**config.mk**
```make
export PLATFORM = sky130hd
export DESIGN_NAME = cpu_ctrl_fsm
export DESIGN_NICKNAME = d
export VERILOG_FILES = /design/src/rtl/cpu_pkg.sv /design/src/rtl/cpu_instr_decode.sv /design/src/rtl/cpu_ctrl_fsm.sv
export SDC_FILE = /design/constraint.sdc
export NUM_CORES = 1
export LEC_CHECK = 0
export BUFFER_PORTS_ARGS = -buffer_cell sky130_fd_sc_hd__buf_2
export CORE_ASPECT_RATIO = 0.7
export CORE_MARGIN = 2
export CORE_UTILIZATION = 45
export CTS_CLUSTER_DIAMETER = 50
export DETAILED_ROUTE_END_ITERATION = 8
export PLACE_DENSITY = 0.76
export RECOVER_POWER = 25
export SYNTH_ARGS = -nofsm -noshare
export SYNTH_HDL_FRONTEND = slang
export SYNTH_HIERARCHICAL = 1
export SYNTH_SLANG_ARGS = --single-unit
```
**constraint.sdc**
```tcl
create_clock -name clk -period 2.1 [get_ports clk]
set_input_delay 0.105 -clock clk [delete_from_list [all_inputs] [get_ports clk]]
set_output_delay 0.105 -clock clk [all_outputs]
set_load 0.05 [all_outputs]
```
**src/rtl/cpu_pkg.sv**
```systemverilog
// Shared CPU definitions: ALU opcodes, instruction encodings, control FSM states
// and datapath select encodings used by the control unit, ALU and datapath registers.
package cpu_pkg;

  localparam int unsigned ALU_CTRL_W = 4;
  localparam int unsigned STATE_W    = 4;

  localparam logic [ALU_CTRL_W-1:0] ALU_ADD = 4'b0000;
  localparam logic [ALU_CTRL_W-1:0] ALU_SUB = 4'b0001;

  localparam logic [6:0] OP_R      = 7'b0110011;
  localparam logic [6:0] OP_I      = 7'b0010011;
  localparam logic [6:0] OP_LOAD   = 7'b0000011;
  localparam logic [6:0] OP_STORE  = 7'b0100011;
  localparam logic [6:0] OP_BRANCH = 7'b1100011;

  localparam logic [2:0] F3_ADD  = 3'b000;
  localparam logic [2:0] F3_WORD = 3'b010;
  localparam logic [2:0] F3_BEQ  = 3'b000;

  localparam logic [6:0] F7_ADD = 7'b0000000;
  localparam logic [6:0] F7_SUB = 7'b0100000;

  localparam logic [1:0] SRC_A_RS1   = 2'd0;
  localparam logic [1:0] SRC_A_PC    = 2'd1;
  localparam logic [1:0] SRC_A_OLDPC = 2'd2;

  localparam logic [1:0] SRC_B_RS2  = 2'd0;
  localparam logic [1:0] SRC_B_IMM  = 2'd1;
  localparam logic [1:0] SRC_B_STEP = 2'd2;

  localparam logic [1:0] IMM_I = 2'd0;
  localparam logic [1:0] IMM_S = 2'd1;
  localparam logic [1:0] IMM_B = 2'd2;

  localparam logic WB_ALUOUT = 1'b0;
  localparam logic WB_MDR    = 1'b1;

  typedef enum logic [STATE_W-1:0] {
    ST_IDLE     = 4'd0,
    ST_FETCH    = 4'd1,
    ST_DECODE   = 4'd2,
    ST_EXEC_R   = 4'd3,
    ST_EXEC_I   = 4'd4,
    ST_WB_ALU   = 4'd5,
    ST_MEM_ADDR = 4'd6,
    ST_MEM_ACC  = 4'd7,
    ST_WB_MEM   = 4'd8,
    ST_BRANCH   = 4'd9,
    ST_TRAP     = 4'd10
  } state_e;

  typedef enum logic [2:0] {
    CLS_R       = 3'd0,
    CLS_I       = 3'd1,
    CLS_LOAD    = 3'd2,
    CLS_STORE   = 3'd3,
    CLS_BRANCH  = 3'd4,
    CLS_ILLEGAL = 3'd5
  } instr_class_e;

endpackage

```
**src/rtl/cpu_instr_decode.sv**
```systemverilog
// Combinational map from opcode/funct3/funct7 to the instruction class that
// steers the DECODE transition; anything outside the supported subset is illegal.
module cpu_instr_decode
  import cpu_pkg::*;
(
  input  logic [6:0]   opcode,
  input  logic [2:0]   funct3,
  input  logic [6:0]   funct7,
  output instr_class_e iclass_c
);

  always_comb begin
    iclass_c = CLS_ILLEGAL;
    case (opcode)
      OP_R:      if (funct3 == F3_ADD && (funct7 == F7_ADD || funct7 == F7_SUB)) iclass_c = CLS_R;
      OP_I:      if (funct3 == F3_ADD)  iclass_c = CLS_I;
      OP_LOAD:   if (funct3 == F3_WORD) iclass_c = CLS_LOAD;
      OP_STORE:  if (funct3 == F3_WORD) iclass_c = CLS_STORE;
      OP_BRANCH: if (funct3 == F3_BEQ)  iclass_c = CLS_BRANCH;
      default:   iclass_c = CLS_ILLEGAL;
    endcase
  end

endmodule

```
**src/rtl/cpu_ctrl_fsm.sv**
```systemverilog
// Multi-cycle CPU control FSM: sequences fetch/decode/execute/memory/writeback
// over a shared memory port and counts retired instructions.
module cpu_ctrl_fsm
  import cpu_pkg::*;
#(
  parameter int unsigned PC_STEP = 4,
  parameter int unsigned CNT_W   = 32
) (
  input  logic             clk,
  input  logic             rst_n,
  input  logic [31:0]      instr,
  input  logic             zero,
  input  logic             mem_ready,
  output logic [3:0]       alu_ctrl,
  output logic [1:0]       alu_src_a,
  output logic [1:0]       alu_src_b,
  output logic [1:0]       imm_sel,
  output logic             aluout_we,
  output logic             ir_we,
  output logic             pc_we,
  output logic             pc_src,
  output logic             mem_req,
  output logic             mem_we,
  output logic             mem_addr_sel,
  output logic             rf_we,
  output logic             wb_sel,
  output logic             illegal,
  output logic [CNT_W-1:0] instret,
  output logic [3:0]       state_o
);

  state_e       state, next_state;
  instr_class_e iclass_c;
  logic         retire_c;
  logic         is_store_c;
  logic         unused_c;

  // PC_STEP is applied by the datapath; only the operand select lives here.
  assign unused_c   = ^{32'(PC_STEP), instr[29:25], instr[24:15], instr[11:7]};
  assign is_store_c = (instr[6:0] == OP_STORE);
  assign state_o    = state;

  cpu_instr_decode u_decode (
    .opcode   (instr[6:0]),
    .funct3   (instr[14:12]),
    .funct7   (instr[31:25]),
    .iclass_c (iclass_c)
  );

  always_ff @(posedge clk or negedge rst_n) begin
    if (!rst_n) begin
      state   <= ST_IDLE;
      illegal <= 1'b0;
      instret <= '0;
    end else begin
      state <= next_state;
      if (next_state == ST_TRAP) illegal <= 1'b1;
      if (retire_c) instret <= instret + CNT_W'(1);
    end
  end

  // Next-state and datapath controls; every output defaults to idle values.
  always_comb begin
    next_state   = state;
    retire_c     = 1'b0;
    alu_ctrl     = ALU_ADD;
    alu_src_a    = SRC_A_RS1;
    alu_src_b    = SRC_B_RS2;
    imm_sel      = IMM_I;
    aluout_we    = 1'b0;
    ir_we        = 1'b0;
    pc_we        = 1'b0;
    pc_src       = 1'b0;
    mem_req      = 1'b0;
    mem_we       = 1'b0;
    mem_addr_sel = 1'b0;
    rf_we        = 1'b0;
    wb_sel       = WB_ALUOUT;
    case (state)
      ST_IDLE: next_state = ST_FETCH;
      ST_FETCH: begin
        mem_req   = 1'b1;
        alu_src_a = SRC_A_PC;
        alu_src_b = SRC_B_STEP;
        if (mem_ready) begin
          ir_we      = 1'b1;
          pc_we      = 1'b1;
          next_state = ST_DECODE;
        end
      end
      ST_DECODE: begin
        // Branch target is precomputed into ALUOut while the opcode is decoded.
        alu_src_a = SRC_A_OLDPC;
        alu_src_b = SRC_B_IMM;
        imm_sel   = IMM_B;
        aluout_we = 1'b1;
        case (iclass_c)
          CLS_R:               next_state = ST_EXEC_R;
          CLS_I:               next_state = ST_EXEC_I;
          CLS_LOAD, CLS_STORE: next_state = ST_MEM_ADDR;
          CLS_BRANCH:          next_state = ST_BRANCH;
          default:             next_state = ST_TRAP;
        endcase
      end
      ST_EXEC_R: begin
        alu_ctrl   = instr[30] ? ALU_SUB : ALU_ADD;
        aluout_we  = 1'b1;
        next_state = ST_WB_ALU;
      end
      ST_EXEC_I: begin
        alu_src_b  = SRC_B_IMM;
        aluout_we  = 1'b1;
        next_state = ST_WB_ALU;
      end
      ST_WB_ALU: begin
        rf_we      = 1'b1;
        retire_c   = 1'b1;
        next_state = ST_FETCH;
      end
      ST_MEM_ADDR: begin
        alu_src_b  = SRC_B_IMM;
        imm_sel    = is_store_c ? IMM_S : IMM_I;
        aluout_we  = 1'b1;
        next_state = ST_MEM_ACC;
      end
      ST_MEM_ACC: begin
        mem_req      = 1'b1;
        mem_addr_sel = 1'b1;
        mem_we       = is_store_c;
        if (mem_ready) begin
          retire_c   = is_store_c;
          next_state = is_store_c ? ST_FETCH : ST_WB_MEM;
        end
      end
      ST_WB_MEM: begin
        rf_we      = 1'b1;
        wb_sel     = WB_MDR;
        retire_c   = 1'b1;
        next_state = ST_FETCH;
      end
      ST_BRANCH: begin
        alu_ctrl   = ALU_SUB;
        pc_we      = zero;
        pc_src     = zero;
        retire_c   = 1'b1;
        next_state = ST_FETCH;
      end
      ST_TRAP: next_state = ST_TRAP;
      default: next_state = ST_IDLE;
    endcase
  end

endmodule
```
==> impl_results.md, run 1 <==
* Crit. End Element: output pin
* Maximum achievable frequency at 512 MHz
* Chip Height at 62.0 um
* Iteration-0 DRC Markers at between 100 and 150
* Routed length per placed instance at 13.1 um
* Routed vias at 1986
* Peak supply drop at 0.506 mV
* Global-route wire length before repair at 8150 um
* Antenna Nets Post-Route at 0
* Most used standard cell by instance count after synthesis: dfrtp_1
* Min cycle time layout at 1.95 ns
* Total clock buffers created by CTS at 5
* Global route overflow at 0
* Synth Warn # at 6
* Die boundary width at 86.8 um
* Relative slew slack at 39.9%
* Cell count after placement at 372
* Final estimated routing congestion in global placement at about 0.85
* Amount of wire on met2 after detailed routing at 2150 um
* Total half-perimeter wirelength after legalization and detailed placement at 3760 um
* Count of endpoints failing setup in the final report at 0
* Post-synth ARST share at 100%
* Syn Inst Count at approximately 230
* Power per Cell Area at 1170 nW/um2
* TritonRoute pass-1 iters at 4
* Post-synth cell types at 49
* Hold violation total from the final report at 0
* Diode insertion count for antenna repair at 0
* GRT Total Usage at 19.7%
* Clock network latency to the later pin of the worst-skew pair at 0.29 ns
* Max Clock Skew at 0.00703 ns
* Final net count at 360
* Critical path type: flop to output pin
* Total die area at 5380 um2
* Area of the mapped netlist at 2160 um2
* Flop and latch count out of synthesis at 37
* Post-synthesis sequential area ratio at 42.8%
* Synth top area share at approximately 43%
* Data required, critical path at 2.00 ns
* CTS tree: yes
* Initial cell density of the core at between 40% and 50%
* Share of layout cells above drive strength 1 at 30.6%
* Post-synth top area cell: dfrtp_1
* Synth Flop Type: dfrtp_1
* Max-cap violations at 0
* Clock tree root buffer cell: clkbuf_8
* Nature of the critical path startpoint: flop
* Largest net degree at the start of global routing at 38
* Top fanout value on the critical path at 8
* PnR Total Power at 3280 uW
* Via count of the first global-routing pass at 1771
* Clock-pin transition on the worst setup and hold timing paths at 0.08 ns
* Per-cell via count in the routed design at 5.21
* Count of input and output buffers at 73
* Share of the clock period used by the worst path after layout at 93.0%
* Overall routed net length at 4980 um
* Standard cell core area at 4700 um2
* Total routed wire length on the met1 layer at about 2500 um
* Arrival time reported for the critical path endpoint at around 1.9 ns
* Number of rows created at floorplan at 21
* Detail Route met3 WL at roughly 310 um
* Worst hold slack at 0.185 ns
* Outcome: finished clean
* Slew at the pin with the worst max-slew slack at 0.902 ns
* # H-tree levels at 2
* Most area-consuming cells after synthesis: dfrtp_1 (43%), xnor2_1 (8.5%), nor2_1 (4.5%)
* Maximum number of buffers from clock root to sink at 2
* Clock Sinks at 37
* Number of antenna violations at the first check in global routing at 0
* RSZ-0062 raised after global routing: no
* DRC violation count after routing at 0
* Average size of a mapped cell at slightly above 9 um2
* Max-slew violation count at 0
* I/O pins at 92
* Number of non-filler instances in the completed layout at approximately 380
* Highest routed metal layer: met4
* Leakage power figure at 0.00133 uW
* Setup Total Neg Slack at 0 ns
* Number of enable-type register cells in the synthesized netlist at 0
* Area growth syn-to-layout at 30.2%
* Commonest cells post-synth: dfrtp_1 (37), nor2_1 (26), xnor2_1 (21), nand2_1 (19), nand3_1 (18)
* Post-CTS setup buffer count at 0
* Worst Hold Class: input pin to flop
critical path, stage by stage, from the launching register on:
cell and delay [ns]:
dfrtp_2 0.45, buf_4 0.17, nor2_2 0.17, nand2_1 0.11, nor2_1 0.14, and2_1 0.15
or2_2 0.10, buf_2 0.25
cell families after synthesis:
logic type / after synthesis / share of synthesized area (%)
AND/OR/NAND/NOR: 120 / 29.2
flip-flops: 37 / 42.8
XOR/XNOR: 32 / 13.3
AO/OA/AOI/OAI: 26 / 9.14
buffers and inverters: 14 / 3.30
multiplexers: 3 / 1.50
adder cells (fa/ha/maj): 1 / 0.579
other: 1 / 0.173
state kept, by name (all words and copies together), names as in the netlist:
| name | count |
|---|---|
| instret | 32 |
| illegal | 1 |
| state_o | 4 |
worst paths after layout:
| kind | start | endpoint | slack [ns] | cells after the start |
|---|---|---|---|---|
| max reg2reg | state_o[3] | instret[9] | 0.17 | 6 |
| max in group asynchronous | rst_n | state_o[3] | 1.00 | 2 |
| min reg2reg | instret[31] | instret[31] | 0.48 | 1 |
| min in group asynchronous | rst_n | state_o[0] | 0.47 | 2 |
| max | state_o[1] | pc_we | 0.15 | 7 |
| min | mem_ready | state_o[2] | 0.18 | 4 |
per-stage QoR:
step	cell area, um2	util (%)	worst slack [ns]
after floorplan	2210	-	-0.148
after global placement	2710	57.6	0.0316
after detailed placement	2710	57.6	0.000793
after CTS	2840	60.3	0.0317
after global routing	2810	59.8	0.0326
final	2810	59.8	0.147
cells in the final DEF, fill, tap and decap left out, types with 6 or more instances in the layout:
cell type  netlist  layout
buf_4            3      15
nor3_1          11       6
xor2_1          10      10
buf_2            0      51
nand4_1          6       6
clkbuf_1         5      21
nand3_1         18      18
dfrtp_1         37      33
nand2_1         19      19
clkbuf_8         0       6
xnor2_1         21      21
and3_1           8       8
nor2_1          26      24
where the power goes:
| group | total [uW] | internal [uW] | switching (uW) |
|---|---|---|---|
| combinational | 1730 | 461 | 1270 |
| sequential | 910 | 807 | 103 |
| clock | 646 | 386 | 260 |
timing repair:
action                                  in CTS  in global routing
gates resized for setup                      0                  1
endpoints found under the setup margin       0                  1
hold buffers                                 1                  0
hold endpoints to repair                    37                  0
layout make-up:
type | count | area [um2]
clock buffer | 6 | 82.6
clock inverter | 2 | 37.5
fill | 409 | 1890
inverter | 5 | 18.8
multi-input combinational | 185 | 1210
sequential | 37 | 931
tap | 57 | 71.3
timing repair buffer | 89 | 462
metal layers:
metal | vias up | track usage, %
met5 | - | 0
met4 | 0 | 5.80
met3 | 7 | 4.76
met2 | 57 | 29.4
met1 | 931 | 28.8
li1 | 991 | -
(Power assumes the default switching activity.)
==> run 2: changes to the inputs <==
Settings changed: CELL_PAD_IN_SITES_DETAIL_PLACEMENT set to 1, CELL_PAD_IN_SITES_GLOBAL_PLACEMENT set to 1, CORE_UTILIZATION 45 to 35, PLACE_DENSITY 0.76 to not set, PLACE_DENSITY_LB_ADDON set to 0.1.
==> impl_results.md, run 2 (synthesis gave the netlist of run 1 again) <==
* Total die area at 6830 um2 (was 5380 um2)
* Leakage power figure at 0.00133 uW (about the same)
* Slew at the pin with the worst max-slew slack at 0.909 ns (was 0.902 ns)
* Initial cell density of the core at 37.0% (was 46.0%)
* Antenna Nets Post-Route at 0 (unchanged)
* Clock Sinks at 37 (unchanged)
* CTS tree: yes (unchanged)
* Leading cell types in the layout, fill and taps excluded: buf_2 (54), dfrtp_1 (33), nor2_1 (24) (was buf_2 (51), dfrtp_1 (33), nor2_1 (24))
* I/O pins at 92 (unchanged)
* Arrival time reported for the critical path endpoint at 2.14 ns (was 1.85 ns)
* Max-slew violation count at 0 (unchanged)
* Part of the total power dissipated in combinational logic at 56.4% (was 52.6%)
* Count of endpoints failing setup in the final report at 0 (unchanged)
* Via count of the first global-routing pass at 1954 (was 1771)
* End-of-flow core utilization at 48.0% (was 59.8%)
* GRT Total Usage at 17.3% (was 19.7%)
* Diode insertion count for antenna repair at 0 (unchanged)
* Standard cell core area at 5840 um2 (was 4700 um2)
* Total half-perimeter wirelength after legalization and detailed placement at 4600 um (was 3760 um)
* Nature of the critical path startpoint: flop (unchanged)
* Number of inserted filler cells in the final layout at 738 (was 409)
* Final net count at 359 (was 360)
* Net Sw Frac at 52.4% (was 49.6%)
* Iteration-0 DRC Markers at 72 (was 134)
* Clock network latency to the later pin of the worst-skew pair at 0.28 ns (was 0.29 ns)
* Overall routed net length at 5770 um (was 4980 um)
* Max-cap violations at 0 (unchanged)
* Worst Hold Class: input pin to flop (unchanged)
* # H-tree levels at 2 (unchanged)
* Multi-input gate area in the final layout at 1220 um2 (was 1210 um2)
* Largest net degree at the start of global routing at 38 (unchanged)
* Die boundary width at 97.9 um (was 86.8 um)
* Chip Height at 69.8 um (was 62.0 um)
* Critical path type: flop to flop (was flop to output pin)
* Post-CTS setup buffer count at 0 (unchanged)
* Per-cell via count in the routed design at 4.97 (was 5.21)
* Number of rows created at floorplan at 23 (was 21)
* Power per Cell Area at 1120 nW/um2 (was 1170 nW/um2)
* Most common cell after layout, fill and taps aside: buf_2 (unchanged)
* Routed vias at 1977 (was 1986)
* Share of the clock period used by the worst path after layout at 94.1% (was 93.0%)
* Maximum achievable frequency at 506 MHz (was 512 MHz)
* Power dissipated by switching net loads at 1650 uW (was 1630 uW)
* Clock share of power at 15.0% (was 19.7%)
* Global route overflow at 0 (unchanged)
* Count of input and output buffers at 73 (unchanged)
* Max reg flops at 32 (unchanged)
* Routed length per placed instance at 14.5 um (was 13.1 um)
* Max Clock Skew at 0.00542 ns (was 0.00703 ns)
* Top fanout value on the critical path at 6 (was 8)
* Number of antenna violations at the first check in global routing at 0 (unchanged)
* Internal power of the cells at 1500 uW (was 1650 uW)
* Area occupied by registers at 931 um2 (unchanged)
* Data required, critical path at 2.26 ns (was 2.00 ns)
* Min cycle time layout at 1.98 ns (was 1.95 ns)
* Final estimated routing congestion in global placement at 0.833 (was 0.848)
* Global-route wire length before repair at 9670 um (was 8150 um)
* Crit. End Element: flop (was output pin)
* Clock-pin transition on the worst setup and hold timing paths at 0.07 ns (was 0.08 ns)
* Maximum number of buffers from clock root to sink at 2 (unchanged)
* Outcome: finished clean (unchanged)
* Relative slew slack at 39.4% (was 39.9%)
* RSZ-0062 raised after global routing: no (unchanged)
* DRC violation count after routing at 0 (unchanged)
* Total clock buffers created by CTS at 5 (unchanged)
* Share of layout cells above drive strength 1 at 31.3% (was 30.6%)
* Peak supply drop at 0.524 mV (was 0.506 mV)
* Area growth syn-to-layout at 29.7% (was 30.2%)
* Clock tree root buffer cell: clkbuf_8 (unchanged)
* Hold violation total from the final report at 0 (unchanged)
* Worst hold slack at 0.181 ns (was 0.185 ns)
* Top register by number of flip-flops: instret (unchanged)
* Sequential group share of total power at 28.6% (was 27.7%)
* TritonRoute pass-1 iters at 4 (unchanged)
==> run 2: cell count changes in the layout (fill, tap and decap cells not counted) <==
cell,previous run,this run
buf_2,51,54
clkinvlp_4,1,0
clkbuf_8,6,5
clkinv_2,0,2
bufinv_16,1,0
nor2_2,2,1
clkbuf_4,0,1
buf_4,15,14
nor2_4,0,1
clkbuf_1,21,18
==> run 2: timing repair <==
action                                  4_1_cts  5_1_grt
gates resized for setup                       1        2
endpoints found under the setup margin        1        1
hold buffers                                  1        0
hold endpoints to repair                     37        0
==> run 2: area by class of cell <==
cell class                 instances  area share, %
clock inverter                     2          0.357
tap                               75           3.35
timing repair buffer              88           16.5
clock buffer                       6           2.59
sequential                        37           33.2
multi-input combinational        185           43.4
inverter                           5          0.669
==> run 2: per-stage QoR <==
stage	instances	TNS (ns)	instance area [um2]	total power [uW]	setup slack (ns)
final	398	0	2800	3150	0.124
after global routing	398	0	2800	3330	0.00882
after CTS	398	0	2820	3170	0.0915
after detailed placement	389	-0.00381	2720	2680	-0.00203
after global placement	389	0	2720	2640	0.0263
after floorplan	236	-0.365	2210	2230	-0.148
==> run 2: worst paths after layout <==
path | from | to | slack, ns | depth (start not counted)
worst min-delay path | mem_ready | state_o[2] | 0.18 | 4
min in group asynchronous | rst_n | state_o[0] | 0.48 | 2
max in group asynchronous | rst_n | state_o[2] | 0.99 | 2
worst max-delay path | state_o[3] | instret[27] | 0.12 | 6
worst min register to register | instret[31] | instret[31] | 0.48 | 1
worst max register to register | state_o[3] | instret[27] | 0.12 | 6
==> run 2: metal layers <==
layer	GRT usage, %	share of wire, %
met3	3.93	4.8
met4	2.78	0.36
met1	27.0	53
met2	24.6	42
met5	0	0
==> run 2: power by group through the flow <==
stage / combinational, uW / clock, uW / sequential, uW
5_1_grt: 1890 / 530 / 915
2_1_floorplan: 1000 / 0 / 1220
3_5_place_dp: 1760 / 0 / 916
3_3_place_gp: 1730 / 0 / 908
4_1_cts: 1780 / 496 / 901
6_report: 1780 / 470 / 900
==> run 2: critical path, stage by stage (launching register included) <==
cell and delay, ns:
dfrtp_2 0.40, nand3b_1 0.25, or4_4 0.57, a21oi_4 0.18, buf_4 0.17, nand4_1 0.12, xnor2_1 0.17
==> run 3: changes to the inputs <==
--- a/config.mk
+++ b/config.mk
@@ -17,2 +17,3 @@
 export RECOVER_POWER = 25
+export SETUP_SLACK_MARGIN = 0.15
 export SYNTH_ARGS = -nofsm -noshare
--- a/constraint.sdc
+++ b/constraint.sdc
@@ -3,2 +3,2 @@
 set_output_delay 0.105 -clock clk [all_outputs]
-set_load 0.05 [all_outputs]
+set_load 0.01 [all_outputs]
==> impl_results.md, run 3 (synthesis gave the netlist of run 1 again) <==
* Leakage power figure at 0.00127 uW (was 0.00133 uW)
* Slew at the pin with the worst max-slew slack at 0.839 ns (was 0.909 ns)
* Initial cell density of the core at 37.0% (unchanged)
* Maximum number of buffers from clock root to sink at 2 (unchanged)
* Max reg flops at 32 (unchanged)
* Power dissipated by switching net loads at 995 uW (was 1650 uW)
* Top register by number of flip-flops: instret (unchanged)
* Area occupied by registers at 927 um2 (was 931 um2)
* Top fanout value on the critical path at 4 (was 6)
* Final estimated routing congestion in global placement at 0.750 (was 0.833)
* Count of input and output buffers at 73 (unchanged)
* Total clock buffers created by CTS at 5 (unchanged)
* Peak supply drop at 0.342 mV (was 0.524 mV)
* Share of the clock period used by the worst path after layout at 86.4% (was 94.1%)
* Die boundary width at 97.9 um (unchanged)
* Total half-perimeter wirelength after legalization and detailed placement at 4590 um (was 4600 um)
* Clock-pin transition on the worst setup and hold timing paths at 0.07 ns (about the same)
* Sequential group share of total power at 36.5% (was 28.6%)
* Max-cap violations at 0 (unchanged)
* Final std cell area, no fill at 2770 um2 (was 2800 um2)
* Total die area at 6830 um2 (unchanged)
* Max-slew violation count at 0 (unchanged)
* # H-tree levels at 2 (unchanged)
* Global route overflow at 0 (unchanged)
* Number of rows created at floorplan at 23 (unchanged)
* Overall routed net length at 5960 um (was 5770 um)
* Clock share of power at 20.5% (was 15.0%)
* Number of inserted filler cells in the final layout at 738 (unchanged)
* Relative slew slack at 44.1% (was 39.4%)
* DRC violation count after routing at 0 (unchanged)
* Most common cell after layout, fill and taps aside: buf_2 (unchanged)
* I/O pins at 92 (unchanged)
* Part of the total power dissipated in combinational logic at 43.1% (was 56.4%)
* Internal power of the cells at 1520 uW (was 1500 uW)
* Clock network latency to the later pin of the worst-skew pair at 0.30 ns (was 0.28 ns)
* Diode insertion count for antenna repair at 0 (unchanged)
* Multi-input gate area in the final layout at 1200 um2 (was 1220 um2)
* Global-route wire length before repair at 10100 um (was 9670 um)
* Worst Hold Class: input pin to flop (unchanged)
* Outcome: finished clean (unchanged)
* Clock tree root buffer cell: clkbuf_8 (unchanged)
* TritonRoute pass-1 iters at 4 (unchanged)
* Net Sw Frac at 39.6% (was 52.4%)
* Antenna Nets Post-Route at 0 (unchanged)
* Crit. End Element: flop (unchanged)
* Chip Height at 69.8 um (unchanged)
* Per-cell via count in the routed design at 5.17 (was 4.97)
* Critical path type: flop to flop (unchanged)
* RSZ-0062 raised after global routing: no (unchanged)
* GRT Total Usage at 18.4% (was 17.3%)
* Number of antenna violations at the first check in global routing at 0 (unchanged)
* Routed length per placed instance at 15.0 um (was 14.5 um)
* Area of placed instances at 2670 um2 (was 2720 um2)
* Iteration-0 DRC Markers at 82 (was 72)
* PnR Total Power at 2510 uW (was 3150 uW)
* Routed vias at 2059 (was 1977)
* Standard cell core area at 5840 um2 (unchanged)
* CTS tree: yes (unchanged)
* Nature of the critical path startpoint: flop (unchanged)
* Min cycle time layout at 1.81 ns (was 1.98 ns)
* Largest net degree at the start of global routing at 38 (unchanged)
* Setup Total Neg Slack at 0 ns (unchanged)
* Power per Cell Area at 906 nW/um2 (was 1120 nW/um2)
* Maximum achievable frequency at 551 MHz (was 506 MHz)
* Data required, critical path at 2.33 ns (was 2.26 ns)
* Final net count at 360 (was 359)
* Arrival time reported for the critical path endpoint at 2.04 ns (was 2.14 ns)
* Area growth syn-to-layout at 28.3% (was 29.7%)
* Hold violation total from the final report at 0 (unchanged)
* Clock Sinks at 37 (unchanged)
* Share of layout cells above drive strength 1 at 24.8% (was 31.3%)
* Max Clock Skew at 0.00594 ns (was 0.00542 ns)
* Count of endpoints failing setup in the final report at 0 (unchanged)
* Leading cell types in the layout, fill and taps excluded: buf_2 (42), dfrtp_1 (36), clkbuf_1 (32) (was buf_2 (54), dfrtp_1 (33), nor2_1 (24))
* Via count of the first global-routing pass at 2027 (was 1954)
==> run 3: path summary, 6_finish.rpt <==
path / from / slack [ns] / cells past startpoint / to
max: state_o[3] / 0.29 / 6 / instret[9]
min in group asynchronous: rst_n / 0.44 / 2 / instret[8]
max reg2reg: state_o[3] / 0.29 / 6 / instret[9]
max in group asynchronous: rst_n / 1.09 / 2 / state_o[2]
min: mem_ready / 0.17 / 4 / state_o[2]
min reg2reg: instret[31] / 0.48 / 1 / instret[31]
==> run 3: final cells by class <==
| type | count | area share, % |
|---|---|---|
| multi-input combinational | 185 | 43.2 |
| sequential | 37 | 33.4 |
| timing repair buffer | 89 | 16.2 |
| tap | 75 | 3.38 |
| clock buffer | 7 | 3.11 |
| inverter | 5 | 0.677 |
==> run 3: layer usage <==
metal  share of wire (%)  up-vias  GRT usage (%)
met5                   0        -              0
met3                 4.0        8           4.03
met1                  52     1025           27.2
met4                 1.3        0           6.02
li1                    -      986              -
met2                  43       40           26.6
==> run 3: power groups by stage <==
stage / Combinational, uW / Sequential (uW) / Clock (uW)
3_3_place_gp: 1020 / 931 / 0
4_1_cts: 1040 / 924 / 535
3_5_place_dp: 1040 / 936 / 0
6_report: 1080 / 917 / 515
2_1_floorplan: 587 / 951 / 0
5_1_grt: 1200 / 934 / 570
==> run 3: critical path, stage by stage (launching register included) <==
cell,delay (ns)
dfrtp_1,0.38
nand3b_1,0.18
or4_4,0.54
a21oi_4,0.14
buf_4,0.15
and4_4,0.23
xor2_2,0.12
==> run 3: metrics by stage <==
step | worst slack (ns) | hold slack [ns] | instances | util (%)
after floorplan | 0.143 | -0.191 | 236 | -
after global placement | 0.0749 | 0.252 | 387 | 45.7
after detailed placement | 0.0655 | 0.262 | 387 | 45.7
after CTS | 0.163 | 0.150 | 396 | 47.4
after global routing | 0.164 | 0.205 | 398 | 47.5
final | 0.286 | 0.171 | 398 | 47.5
==> run 3: timing repair <==
action                     CTS  global route
setup buffers                1             2
setup endpoints to repair    5            20
hold buffers                 1             0
pin swaps                    1             1
hold endpoints to repair    37             0
gates resized for setup      0             6
